**src/rtl/kb_event_ctrl_pkg.sv**
```systemverilog
// kb_pkg: shared types and sizing helpers for the keyboard event controller
package kb_pkg;
    typedef enum logic [1:0] {IDLE, DEBOUNCE, HELD, REPEAT} state_t;
    localparam int KB_CODE_W = 8;
    localparam int REP_BIT = KB_CODE_W;
    function automatic int cnt_width(input int a, input int b, input int c);
        int m;
        m = a > b ? a : b;
        m = m > c ? m : c;
        return m > 2 ? $clog2(m) : 1;
    endfunction
    localparam int CNT_W = cnt_width(3000, 50_000_000, 10_000_000);
endpackage

```
**src/rtl/kb_event_ctrl_if.sv**
```systemverilog
// kb_event_ctrl_if: processor-side event read bus
interface kb_event_ctrl_if #(
    parameter int CODE_W = 8,
    parameter int DEPTH  = 8
);
    logic                   DoRead;
    logic                   int_en;
    logic                   ovf_clr;
    logic [CODE_W:0]        rd_data;
    logic                   empty;
    logic                   full;
    logic [$clog2(DEPTH):0] count;
    logic                   overflow;
    logic                   interrupt;
    modport master (output DoRead, int_en, ovf_clr, input rd_data, empty, full, count, overflow, interrupt);
    modport slave  (input DoRead, int_en, ovf_clr, output rd_data, empty, full, count, overflow, interrupt);
endinterface

```
**src/rtl/kb_event_ctrl_fifo.sv**
```systemverilog
// kb_event_fifo: first-word-fall-through event FIFO with drop indication
module kb_event_fifo #(
    parameter int W     = 9,
    parameter int DEPTH = 8
) (
    input  logic                   clk,
    input  logic                   Reset,
    input  logic                   push,
    input  logic                   pop,
    input  logic [W-1:0]           din,
    output logic [W-1:0]           dout,
    output logic                   full,
    output logic                   empty,
    output logic [$clog2(DEPTH):0] count,
    output logic                   drop
);
    localparam int AW = $clog2(DEPTH);
    logic [W-1:0]  mem [DEPTH];
    logic [AW-1:0] wptr, rptr;
    logic          do_push, do_pop;
    assign empty   = count == '0;
    assign full    = count == (AW+1)'(DEPTH);
    assign do_pop  = pop & ~empty;
    // a pop in the same cycle frees the slot the push needs
    assign do_push = push & (~full | do_pop);
    assign drop    = push & full & ~do_pop;
    assign dout    = empty ? '0 : mem[rptr];
    always_ff @(posedge clk or posedge Reset) begin
        if (Reset) begin
            wptr  <= '0;
            rptr  <= '0;
            count <= '0;
        end else begin
            wptr  <= wptr + AW'(do_push);
            rptr  <= rptr + AW'(do_pop);
            count <= count + (AW+1)'(do_push) - (AW+1)'(do_pop);
        end
    end
    always_ff @(posedge clk) begin
        if (do_push) mem[wptr] <= din;
    end
endmodule

```
**src/rtl/kb_event_ctrl.sv**
```systemverilog
// kb_event_ctrl: debounces a held key code and emits first-press and auto-repeat events
module kb_event_ctrl
    import kb_pkg::*;
#(
    parameter int CODE_W        = 8,
    parameter int DEPTH         = 8,
    parameter int HOLD_CYCLES   = 3000,
    parameter int REPEAT_DELAY  = 50_000_000,
    parameter int REPEAT_PERIOD = 10_000_000
) (
    input  logic              clk,
    input  logic              Reset,
    input  logic [CODE_W-1:0] key_code,
    input  logic              repeat_en,
    kb_event_ctrl_if.slave    bus
);
    localparam int CW = cnt_width(HOLD_CYCLES, REPEAT_DELAY, REPEAT_PERIOD);
    localparam logic [CW-1:0] H1  = CW'(HOLD_CYCLES - 1);
    localparam logic [CW-1:0] D1  = CW'(REPEAT_DELAY - 1);
    localparam logic [CW-1:0] P1  = CW'(REPEAT_PERIOD - 1);
    localparam logic [CW-1:0] ONE = CW'(1);
    state_t            state, state_nx;
    logic [CODE_W-1:0] cur_code, code_nx;
    logic [CW-1:0]     cnt, cnt_nx;
    logic              push, rep, drop;
    always_ff @(posedge clk or posedge Reset) begin
        if (Reset) begin
            state         <= IDLE;
            cur_code      <= '0;
            cnt           <= '0;
            bus.overflow  <= 1'b0;
            bus.interrupt <= 1'b0;
        end else begin
            state         <= state_nx;
            cur_code      <= code_nx;
            cnt           <= cnt_nx;
            bus.overflow  <= drop | (bus.overflow & ~bus.ovf_clr);
            bus.interrupt <= bus.int_en & ~bus.empty;
        end
    end
    always_comb begin
        state_nx = state;
        code_nx  = cur_code;
        cnt_nx   = cnt;
        push     = 1'b0;
        rep      = 1'b0;
        case (state)
            IDLE: begin
                if (key_code != '0) begin
                    state_nx = DEBOUNCE;
                    code_nx  = key_code;
                    cnt_nx   = ONE;
                end
            end
            DEBOUNCE: begin
                if (key_code == '0) begin
                    state_nx = IDLE;
                    cnt_nx   = '0;
                end else if (key_code != cur_code) begin
                    code_nx = key_code;
                    cnt_nx  = ONE;
                end else if (cnt >= H1) begin
                    push     = 1'b1;
                    cnt_nx   = '0;
                    state_nx = HELD;
                end else cnt_nx = cnt + 1'b1;
            end
            default: begin
                if (key_code == '0) begin
                    state_nx = IDLE;
                    cnt_nx   = '0;
                end else if (key_code != cur_code) begin
                    state_nx = DEBOUNCE;
                    code_nx  = key_code;
                    cnt_nx   = ONE;
                end else if (!repeat_en) begin
                    // leaving REPEAT keeps cnt; HELD saturates at the delay limit
                    state_nx = HELD;
                    cnt_nx   = (state == REPEAT || cnt >= D1) ? cnt : cnt + 1'b1;
                end else if (cnt >= (state == REPEAT ? P1 : D1)) begin
                    push     = 1'b1;
                    rep      = 1'b1;
                    cnt_nx   = '0;
                    state_nx = REPEAT;
                end else cnt_nx = cnt + 1'b1;
            end
        endcase
    end
    kb_event_fifo #(.W(CODE_W + 1), .DEPTH(DEPTH)) u_fifo (
        .clk   (clk),
        .Reset (Reset),
        .push  (push),
        .pop   (bus.DoRead),
        .din   ({rep, cur_code}),
        .dout  (bus.rd_data),
        .full  (bus.full),
        .empty (bus.empty),
        .count (bus.count),
        .drop  (drop)
    );
endmodule
```
**src/flat_wrapper.sv**
```systemverilog
// flat-port wrapper written by rule: the top's interface ports become plain ports
module kb_event_ctrl_flat import kb_pkg::*;
#(
    parameter int CODE_W        = 8,
    parameter int DEPTH         = 8,
    parameter int HOLD_CYCLES   = 3000,
    parameter int REPEAT_DELAY  = 50_000_000,
    parameter int REPEAT_PERIOD = 10_000_000
)
  (clk, Reset, key_code, repeat_en, bus_DoRead, bus_int_en, bus_ovf_clr, bus_rd_data, bus_empty, bus_full, bus_count, bus_overflow, bus_interrupt);
  kb_event_ctrl_if #(.CODE_W(CODE_W), .DEPTH(DEPTH)) bus_i ();
  input  logic clk;
  input  logic Reset;
  input  logic [CODE_W-1:0] key_code;
  input  logic repeat_en;
  input wire logic [$bits(bus_i.DoRead)-1:0] bus_DoRead;
  input wire logic [$bits(bus_i.int_en)-1:0] bus_int_en;
  input wire logic [$bits(bus_i.ovf_clr)-1:0] bus_ovf_clr;
  output wire logic [$bits(bus_i.rd_data)-1:0] bus_rd_data;
  output wire logic [$bits(bus_i.empty)-1:0] bus_empty;
  output wire logic [$bits(bus_i.full)-1:0] bus_full;
  output wire logic [$bits(bus_i.count)-1:0] bus_count;
  output wire logic [$bits(bus_i.overflow)-1:0] bus_overflow;
  output wire logic [$bits(bus_i.interrupt)-1:0] bus_interrupt;
  assign bus_i.DoRead = bus_DoRead;
  assign bus_i.int_en = bus_int_en;
  assign bus_i.ovf_clr = bus_ovf_clr;
  assign bus_rd_data = bus_i.rd_data;
  assign bus_empty = bus_i.empty;
  assign bus_full = bus_i.full;
  assign bus_count = bus_i.count;
  assign bus_overflow = bus_i.overflow;
  assign bus_interrupt = bus_i.interrupt;
  kb_event_ctrl #(.CODE_W(CODE_W), .DEPTH(DEPTH), .HOLD_CYCLES(HOLD_CYCLES), .REPEAT_DELAY(REPEAT_DELAY), .REPEAT_PERIOD(REPEAT_PERIOD)) u_core (.clk(clk), .Reset(Reset), .key_code(key_code), .repeat_en(repeat_en), .bus(bus_i));
endmodule
```
**config.mk**
```make
export PLATFORM = sky130hd
export DESIGN_NAME = kb_event_ctrl_flat
export DESIGN_NICKNAME = d
export VERILOG_FILES = /design/src/rtl/kb_event_ctrl_pkg.sv /design/src/rtl/kb_event_ctrl_if.sv /design/src/rtl/kb_event_ctrl_fifo.sv /design/src/rtl/kb_event_ctrl.sv /design/src/flat_wrapper.sv
export SDC_FILE = /design/constraint.sdc
export NUM_CORES = 1
export LEC_CHECK = 0
export CORE_MARGIN = 5
export CORE_UTILIZATION = 29
export DETAILED_ROUTE_END_ITERATION = 6
export HOLD_SLACK_MARGIN = 0.12
export SYNTH_ARGS = -nofsm -noshare
export SYNTH_HDL_FRONTEND = slang
export SYNTH_HIERARCHICAL = 1
export SYNTH_SLANG_ARGS = --single-unit
```
**constraint.sdc**
```tcl
create_clock -name clk -period 3.3 [get_ports clk]
set_input_delay 0.66 -clock clk [delete_from_list [all_inputs] [get_ports clk]]
set_output_delay 0.66 -clock clk [all_outputs]
set_load 0.005 [all_outputs]
```
==> results of run 1 <==
[sequential cells by signal, indices dropped and copies added, names as in the netlist]
| name | count |
|---|---|
| u_core/u_fifo/wptr | 3 |
| u_core/cnt | 26 |
| u_core/bus.overflow | 1 |
| u_core/bus.interrupt | 1 |
| u_core/state | 2 |
| u_core/u_fifo/mem | 72 |
| u_core/u_fifo/rptr | 3 |
| u_core/u_fifo/count | 4 |
| u_core/cur_code | 8 |
[Yosys cell counts, types with 4 or more instances]
cell type / count
sky130_fd_sc_hd__and2_1: 5
sky130_fd_sc_hd__nand2_1: 28
sky130_fd_sc_hd__mux2_2: 6
sky130_fd_sc_hd__nor4_1: 5
sky130_fd_sc_hd__nor2b_1: 6
sky130_fd_sc_hd__or4_1: 8
sky130_fd_sc_hd__edfxtp_1: 72
sky130_fd_sc_hd__buf_2: 12
sky130_fd_sc_hd__mux4_2: 10
sky130_fd_sc_hd__or3_1: 5
sky130_fd_sc_hd__nand4_1: 12
sky130_fd_sc_hd__mux4_1: 8
sky130_fd_sc_hd__nor2_1: 29
sky130_fd_sc_hd__clkbuf_1: 7
sky130_fd_sc_hd__o21ai_0: 8
sky130_fd_sc_hd__inv_1: 13
sky130_fd_sc_hd__nand2b_1: 6
sky130_fd_sc_hd__o31ai_1: 5
sky130_fd_sc_hd__or2_2: 4
sky130_fd_sc_hd__xor2_1: 4
sky130_fd_sc_hd__a21o_1: 9
sky130_fd_sc_hd__o211ai_1: 5
sky130_fd_sc_hd__nor3_1: 11
sky130_fd_sc_hd__dfrtp_1: 48
sky130_fd_sc_hd__a22o_1: 21
sky130_fd_sc_hd__xnor2_1: 8
sky130_fd_sc_hd__ha_1: 12
sky130_fd_sc_hd__nand3_1: 26
sky130_fd_sc_hd__a21oi_1: 14
sky130_fd_sc_hd__and3_1: 6
[repair_timing]
item,4_1_cts,5_1_grt
pin swaps,0,2
gates resized for setup,2,8
hold buffers,0,0
buffers inserted,0,2
setup endpoints to repair,11,48
[through the flow]
step                hold WS, ps   util  area (µm²)
floorplan                   456      -        5960
global placement            472  0.338        6840
detailed placement          484  0.338        6840
CTS                         502  0.365        7380
global route                514  0.367        7430
finish                      501  0.367        7430
[worst paths after layout]
check	startpoint	endpoint	slack (ps)	cells after the start
setup / recovery	u_core/state[1]	u_core/u_fifo/count[3]	150	15
hold / removal	u_core/bus.overflow	u_core/bus.overflow	500	1
setup reg to reg	u_core/state[1]	u_core/u_fifo/count[3]	150	15
hold reg to reg	u_core/bus.overflow	u_core/bus.overflow	500	1
max in group asynchronous	Reset	u_core/cur_code[7]	2210	3
min in group asynchronous	Reset	u_core/u_fifo/rptr[2]	570	2
[power breakdown]
group	leakage [nW]	switching [W]	internal (W)
registers	1.27	0.0000575	0.00165
logic	1.30	0.000432	0.000595
clock network	0.255	0.000671	0.000956
[layer usage]
metal  GRT usage  routed length [µm]  vias up
met5           0                   0        -
met4      0.0416                 155        0
met3      0.0271                 361       14
met2       0.216                7420       69
met1       0.147                6110     2117
li1            -                   -     1977
[area by class of cell]
class                   instances  area (µm²)
flip-flops and latches        120        3360
multi-input cells             309        2440
repair buffers                 83         711
inverters                      14        52.6
clock buffers                  17         425
fillers                      1908       12800
well taps                     270         338
clock inverters                14         104
[worst max-delay path, cell delays in order, from the launching register on]
cell and delay, ps:
sky130_fd_sc_hd__dfrtp_1 350, sky130_fd_sc_hd__and2_4 160, sky130_fd_sc_hd__inv_2 40, sky130_fd_sc_hd__buf_4 130, sky130_fd_sc_hd__ha_1 200, sky130_fd_sc_hd__o2111ai_2 160
sky130_fd_sc_hd__o211ai_1 130, sky130_fd_sc_hd__a32oi_2 250, sky130_fd_sc_hd__a31oi_2 130, sky130_fd_sc_hd__nor2b_1 170, sky130_fd_sc_hd__or2_4 260, sky130_fd_sc_hd__or2_2 340
sky130_fd_sc_hd__ha_1 280, sky130_fd_sc_hd__a21o_1 170, sky130_fd_sc_hd__a21oi_2 140, sky130_fd_sc_hd__xor2_1 180
[cells by family after synthesis]
kind of cell | Yosys count | share of synthesized area
buf+inv | 40 | 0.0349
fa+ha+maj | 13 | 0.0286
xor+xnor | 12 | 0.0177
mux | 27 | 0.0896
flops | 120 | 0.565
simple gates | 165 | 0.150
compound gates | 92 | 0.114
==> results.txt, run 1 <==
The run finished with clean final reports. The average wire per standard cell came out at 17.0 µm. For this run, the register share of the synthesized area comes to 0.565. The worst setup path is launched from a flop. The total power divided by cell area is 587 mW/mm².

Port buffering added 30 buffers. A synthesized cell averages 12.7 µm². The routed design could run at a clock period as short as 3150 ps.

The final antenna-violating net count is 0. The maximum vdd drop came out at 0.303 mV. From bottom edge to top edge, the die measures 153 µm. The worst hold path belongs to the class reg2reg. The first global-routing pass estimated 22,800 µm of wire. Of the available clock period, the critical path in the final layout requires 0.953. Synthesis handed over a netlist of 469 instances. The highest attainable clock frequency came out at 318 MHz. The count of flip-flops with a built-in enable after synthesis came out at 72.

The placer congestion estimate came out at 0.821. The final worst-path setup slack came out at 154 ps. The commonest register cell after synthesis is sky130_fd_sc_hd__edfxtp_1.

The number of different library cells used by synthesis comes to 64. The number of levels the H-tree was split into came out at 4. The setup TNS is 0 ps.

Using the TritonRoute via totals, the vias-per-cell ratio works out to 5.05. The final max-slew violation count came out at 0. In this run the clock root is driven by a sky130_fd_sc_hd__clkbuf_16. After the flow finishes, the layout carries non-filler instances totaling 827. The post-route clock skew is 7.89 ps. The final setup violation count is 0. In this run the standard cell core region covers 0.0202 mm². The actual slew at the worst max-slew pin is 955 ps. The worst pin sits at a relative slew slack of 0.361. The CTS sink count came out at 120. The I/O pin total is 31. The HPWL after detailed placement is 9790 µm.

The worst setup path is of the reg2reg kind. The remaining global-route overflow came out at 0. The number of nets in the synthesized netlist is 496. The CTS buffer count is 17.

The setup slack at placement came out at -238 ps. The row count came out at 52. The total DRC errors in the routed layout came out at 0. Setup repair after global routing left no endpoint under its margin.

The leading cell type in the layout, fill and taps excluded is sky130_fd_sc_hd__edfxtp_1. The count of warnings emitted by yosys came out at 6. The global-route total usage across every layer is 0.122. The total via count after detailed routing is 4,177. By area the synthesized netlist is led by sky130_fd_sc_hd__edfxtp_1 (36%), sky130_fd_sc_hd__dfrtp_1 (20%), sky130_fd_sc_hd__mux4_2 (3.8%).

For the worst-skew pair, the clock arrives at the later sink with an insertion delay of 410 ps. The placed instance count is 794. The routed wire length is 14,000 µm. The first-pass iteration count of the detailed router came out at 4. Clock-pin slew was measured on the worst setup and hold paths at 50 ps. The DRC violation total after the first TritonRoute iteration came out at 341. The biggest fanout along the worst timing path is 7.

The worst setup path is captured at a flop. The final total power is 0.00436 W. The async set-reset flop share out of synthesis is 0.400. The die width came out at 153 µm. The number of global-route vias before repair is 4,340.

The count of final hold-check violations is 0. The maximum buffer depth of the clock tree is 2. The tool flagged a number of max-cap violations equal to 0. In this run, synthesis produced a sequential element count of 120. The initial antenna violation count is 0. The fraction of post-synthesis cell area in the top cell type by area came out at 0.363. The floorplan die area is 0.0235 mm². The largest total area in the synthesized netlist belongs to sky130_fd_sc_hd__edfxtp_1. The area of the mapped netlist is 0.00595 mm². TritonCTS built the clock tree. Of the cells placed in the final design, the portion with a size suffix greater than 1 is 0.217. The endpoint arrival time on the critical path came out at 3470 ps. At the worst endpoint, the required time is 3620 ps. The leakage power of the design came out at 2.82 nW. For this configuration, the core starts out at a cell density of 0.294. Entering global routing, the biggest net connects 39 pins. The repair_antennas step left the layout with diodes totalling 0. Leaving out fill and tap cells, the most frequent cells in the layout are sky130_fd_sc_hd__edfxtp_1 (72), sky130_fd_sc_hd__buf_4 (52), sky130_fd_sc_hd__dfrtp_1 (48). In the final design database the tool counted 572 nets. The layout-stage area growth over the synthesis result is 25.0%.
Note: power is estimated with default switching activity, not from simulation.
==> run 2: changes to the inputs <==
- CTS_BUF_LIST: unset -> sky130_fd_sc_hd__clkbuf_4 sky130_fd_sc_hd__clkbuf_8
==> results.txt, run 2 (synthesized netlist as in run 1, its figures left out) <==
The pin count of the biggest net entering global routing was 39 (unchanged). The actual slew at the worst max-slew pin is 968 ps (+12.7 ps). Among cell families on the critical path, the largest total delay comes from compound AO/OA/AOI/OAI gates. The worst path buffer plus inverter count was 2 (unchanged).

The first-pass iteration count of the detailed router came to 4 (unchanged). The placer congestion estimate is 0.821 (unchanged). The sequential share of power is 0.442 (+0.050). The share of final-layout standard cells stronger than drive strength 1 is 0.217 (unchanged).

The worst-case headroom to the max-slew limit was 0.352 (-0.00848). The hold slack was 504 ps (+2.27 ps). The number of global-route vias before repair came out at 4,341 (+0.023%). The I/O pin total came out at 31 (unchanged). The total via count after detailed routing is 4,175 (-0.048%). The highest attainable clock frequency came out at 315 MHz (-1.0%). The floorplan die area came out at 0.0235 mm² (unchanged). The row count came out at 52 (unchanged). The leakage power of the design is 2.73 nW (-3.1%). The post-route clock skew is 10.2 ps (+2.29 ps). The maximum buffer depth of the clock tree came to 2 (unchanged). The cell type with the highest occurrence count on the critical path is sky130_fd_sc_hd__ha_1. The placed instance area came out at 0.00684 mm² (unchanged). The library cell used most frequently in the layout, excluding fill and tap cells, is sky130_fd_sc_hd__edfxtp_1. The post-route non-filler standard cell count is 827 (unchanged).

The switching share of power came out at 0.285 (+0.0194). The time the final worst path needs with I/O delays and setup came out at 3180 ps (+32.4 ps). The count of final hold-check violations is 0 (unchanged). The highest-delay cell along the critical path is sky130_fd_sc_hd__dfrtp_1. The largest registers in the layout are u_core/u_fifo/mem (72), u_core/cnt (26), u_core/cur_code (8).

The portion of total power attributed to the clock network is 0.292 (-0.081). The summed area of non-filler cells in the final layout came out at 0.00724 mm² (-2.6%). The biggest fanout along the worst timing path came out at 7 (unchanged). Traced cell by cell, the critical path runs through and2_4 -> inv_2 -> buf_4 -> ha_1 -> o2111ai_2 -> o211ai_1 -> a32oi_2 -> a31oi_2 -> nor2b_1 -> or2_4 -> or2_2 -> ha_1 -> a21o_1 -> a21oi_2 -> xor2_1. The number of filler instances in the final layout is 1,926 (+0.94%). The number of levels the H-tree was split into is 4 (unchanged).

The standard cell core area is 0.0202 mm² (unchanged). The internal portion of total power is 0.00276 W (-14%). The die width was 153 µm (unchanged). In this run the critical register-to-register path is launched from u_core/state[1]. The HPWL after detailed placement came out at 9790 µm (unchanged). The maximum cell stage delay along the critical path came to 350 ps (about the same).

The via density per instance is 5.05 (about the same). The switching power summed over all nets is 0.00110 W (-5.0%). In this run the clock root is driven by a sky130_fd_sc_hd__clkbuf_8. The global-route total usage across every layer is 0.122 (about the same). The endpoint arrival time on the critical path came to 3520 ps (+50 ps). The initial core utilization came to 0.294 (unchanged). The maximum vdd drop is 0.305 mV (+0.72%). The required time of the worst setup path came to 3650 ps (+30 ps). The run finished with clean final reports.

The total inserted antenna cells is 0 (unchanged). The routed wire length was 14,100 µm (+0.14%). The DRC violation total after the first TritonRoute iteration is 297 (-13%).

The average wire per standard cell is 17.0 µm (+0.14%). The net total in the final layout is 572 (unchanged). The total DRC errors in the routed layout was 0 (unchanged).

The post-cts hold buffer count is 0 (unchanged). The count of max-cap constraint violations is 0 (unchanged). The worst register-to-register path ends at u_core/u_fifo/count[3]. The layout-stage area growth over the synthesis result is 21.7%. The flip-flop count of the largest register, all copies and words added came out at 72 (unchanged). The depth of the most critical reg-to-reg path was 15 (unchanged).

The worst hold path belongs to the class reg2reg. The first-pass GRT wire length is 22,800 µm (unchanged). The count of buffers inserted at the top-level ports came out at 30 (unchanged). The final antenna-violating net count came to 0 (unchanged).

The remaining global-route overflow was 0 (unchanged). The ratio of final minimum period to clock period is 0.963 (+0.00983). The setup TNS came out at 0 ps (unchanged). TritonCTS built the clock tree. The final max-slew violation count is 0 (unchanged). The total number of cells along the worst setup path came out at 15 (unchanged).

The overall die height is 153 µm (unchanged). The total power divided by cell area is 533 mW/mm² (-9.1%). Tracing the worst setup path back leads to its startpoint at u_core/state[1]. The clock-pin transition on the worst setup and hold timing paths is 70 ps (+20 ps). The type of the worst setup path is reg2reg.

The clock latency on the worst-skew pair is 430 ps (+20 ps). The minimum setup slack among reg-to-reg paths is 120 ps (-30 ps). The initial antenna violation count is 0 (unchanged). The share of total power in combinational logic is 0.266 (+0.031). STA classifies the critical path endpoint as a flop. The final setup violation count is 0 (unchanged). The placed instance count is 794 (unchanged). In this run the worst setup path terminates at u_core/u_fifo/count[3]. The launching element type of the critical path is a flop. The final total power was 0.00386 W (-11%).

Leaving out fill and tap cells, the most frequent cells in the layout are sky130_fd_sc_hd__edfxtp_1 (72), sky130_fd_sc_hd__buf_4 (52), sky130_fd_sc_hd__dfrtp_1 (48). Ranked by flip-flop count, first place goes to u_core/u_fifo/mem. The CTS sink count came to 120 (unchanged).

The CTS buffer count came out at 17 (unchanged). Setup repair after global routing left no endpoint under its margin.
[run 2: cell types whose count changed in the layout (fill, tap and decap cells not counted)]
| cell | change |
|---|---|
| sky130_fd_sc_hd__clkbuf_8 | +17 |
| sky130_fd_sc_hd__clkbuf_16 | -17 |
[run 2: worst min path at each step]
stage,end,startpoint,slack (ps),cells after the start
6_report,u_core/bus.overflow,u_core/bus.overflow,500,1
5_1_grt,u_core/bus.overflow,u_core/bus.overflow,520,1
4_1_cts,u_core/bus.overflow,u_core/bus.overflow,510,1
3_5_place_dp,u_core/bus.overflow,u_core/bus.overflow,480,1
3_3_place_gp,u_core/u_fifo/rptr[2],u_core/u_fifo/rptr[2],470,1
2_1_floorplan,u_core/u_fifo/rptr[2],u_core/u_fifo/rptr[2],460,1
[run 2: layout make-up]
type	instances	area, µm²	area share
Timing Repair Buffer	83	711	0.0981
Multi-Input combinational cell	309	2440	0.337
Sequential cell	120	3360	0.464
Clock inverter	14	104	0.0143
Inverter	14	52.6	0.00726
Tap cell	270	338	0.0466
Clock buffer	17	234	0.0323
[run 2: timing repair]
item / 4_1_cts / 5_1_grt
setup buffers: 0 / 2
endpoints found under the hold margin: 0 / 0
resized for setup: 2 / 8
endpoints found under the setup margin: 16 / 48
pin swaps: 0 / 2
[run 2: per-layer routing]
metal | wire (µm) | vias up | part of all wire | GRT usage
li1 | - | 1973 | - | -
met4 | 224 | 0 | 0.016 | 0.0424
met1 | 6080 | 2108 | 0.43 | 0.145
met2 | 7380 | 77 | 0.53 | 0.218
met3 | 374 | 17 | 0.027 | 0.0271
met5 | 0 | - | 0 | 0
[run 2: worst reg2reg max path, cell delays in order, from the launching register on]
cell	delay [ps]
sky130_fd_sc_hd__dfrtp_1	350
sky130_fd_sc_hd__and2_4	160
sky130_fd_sc_hd__inv_2	40
sky130_fd_sc_hd__buf_4	130
sky130_fd_sc_hd__ha_1	200
sky130_fd_sc_hd__o2111ai_2	170
sky130_fd_sc_hd__o211ai_1	120
sky130_fd_sc_hd__a32oi_2	260
sky130_fd_sc_hd__a31oi_2	130
sky130_fd_sc_hd__nor2b_1	170
sky130_fd_sc_hd__or2_4	260
sky130_fd_sc_hd__or2_2	340
sky130_fd_sc_hd__ha_1	280
sky130_fd_sc_hd__a21o_1	170
sky130_fd_sc_hd__a21oi_2	140
sky130_fd_sc_hd__xor2_1	180
[run 2: power groups by stage]
stage | registers, W | logic [W] | clock network (W)
6_report | 0.00171 | 0.00103 | 0.00113
5_1_grt | 0.00172 | 0.00112 | 0.00124
4_1_cts | 0.00171 | 0.00105 | 0.00116
3_5_place_dp | 0.00174 | 0.00105 | 0
3_3_place_gp | 0.00173 | 0.00101 | 0
2_1_floorplan | 0.00172 | 0.000617 | 0
[run 2: metrics by stage]
step | util | worst slack (ps)
final | 0.358 | 121
after floorplan | - | 103
after CTS | 0.355 | -56.8
after detailed placement | 0.338 | -238
after global routing | 0.358 | 12.5
after global placement | 0.338 | -150
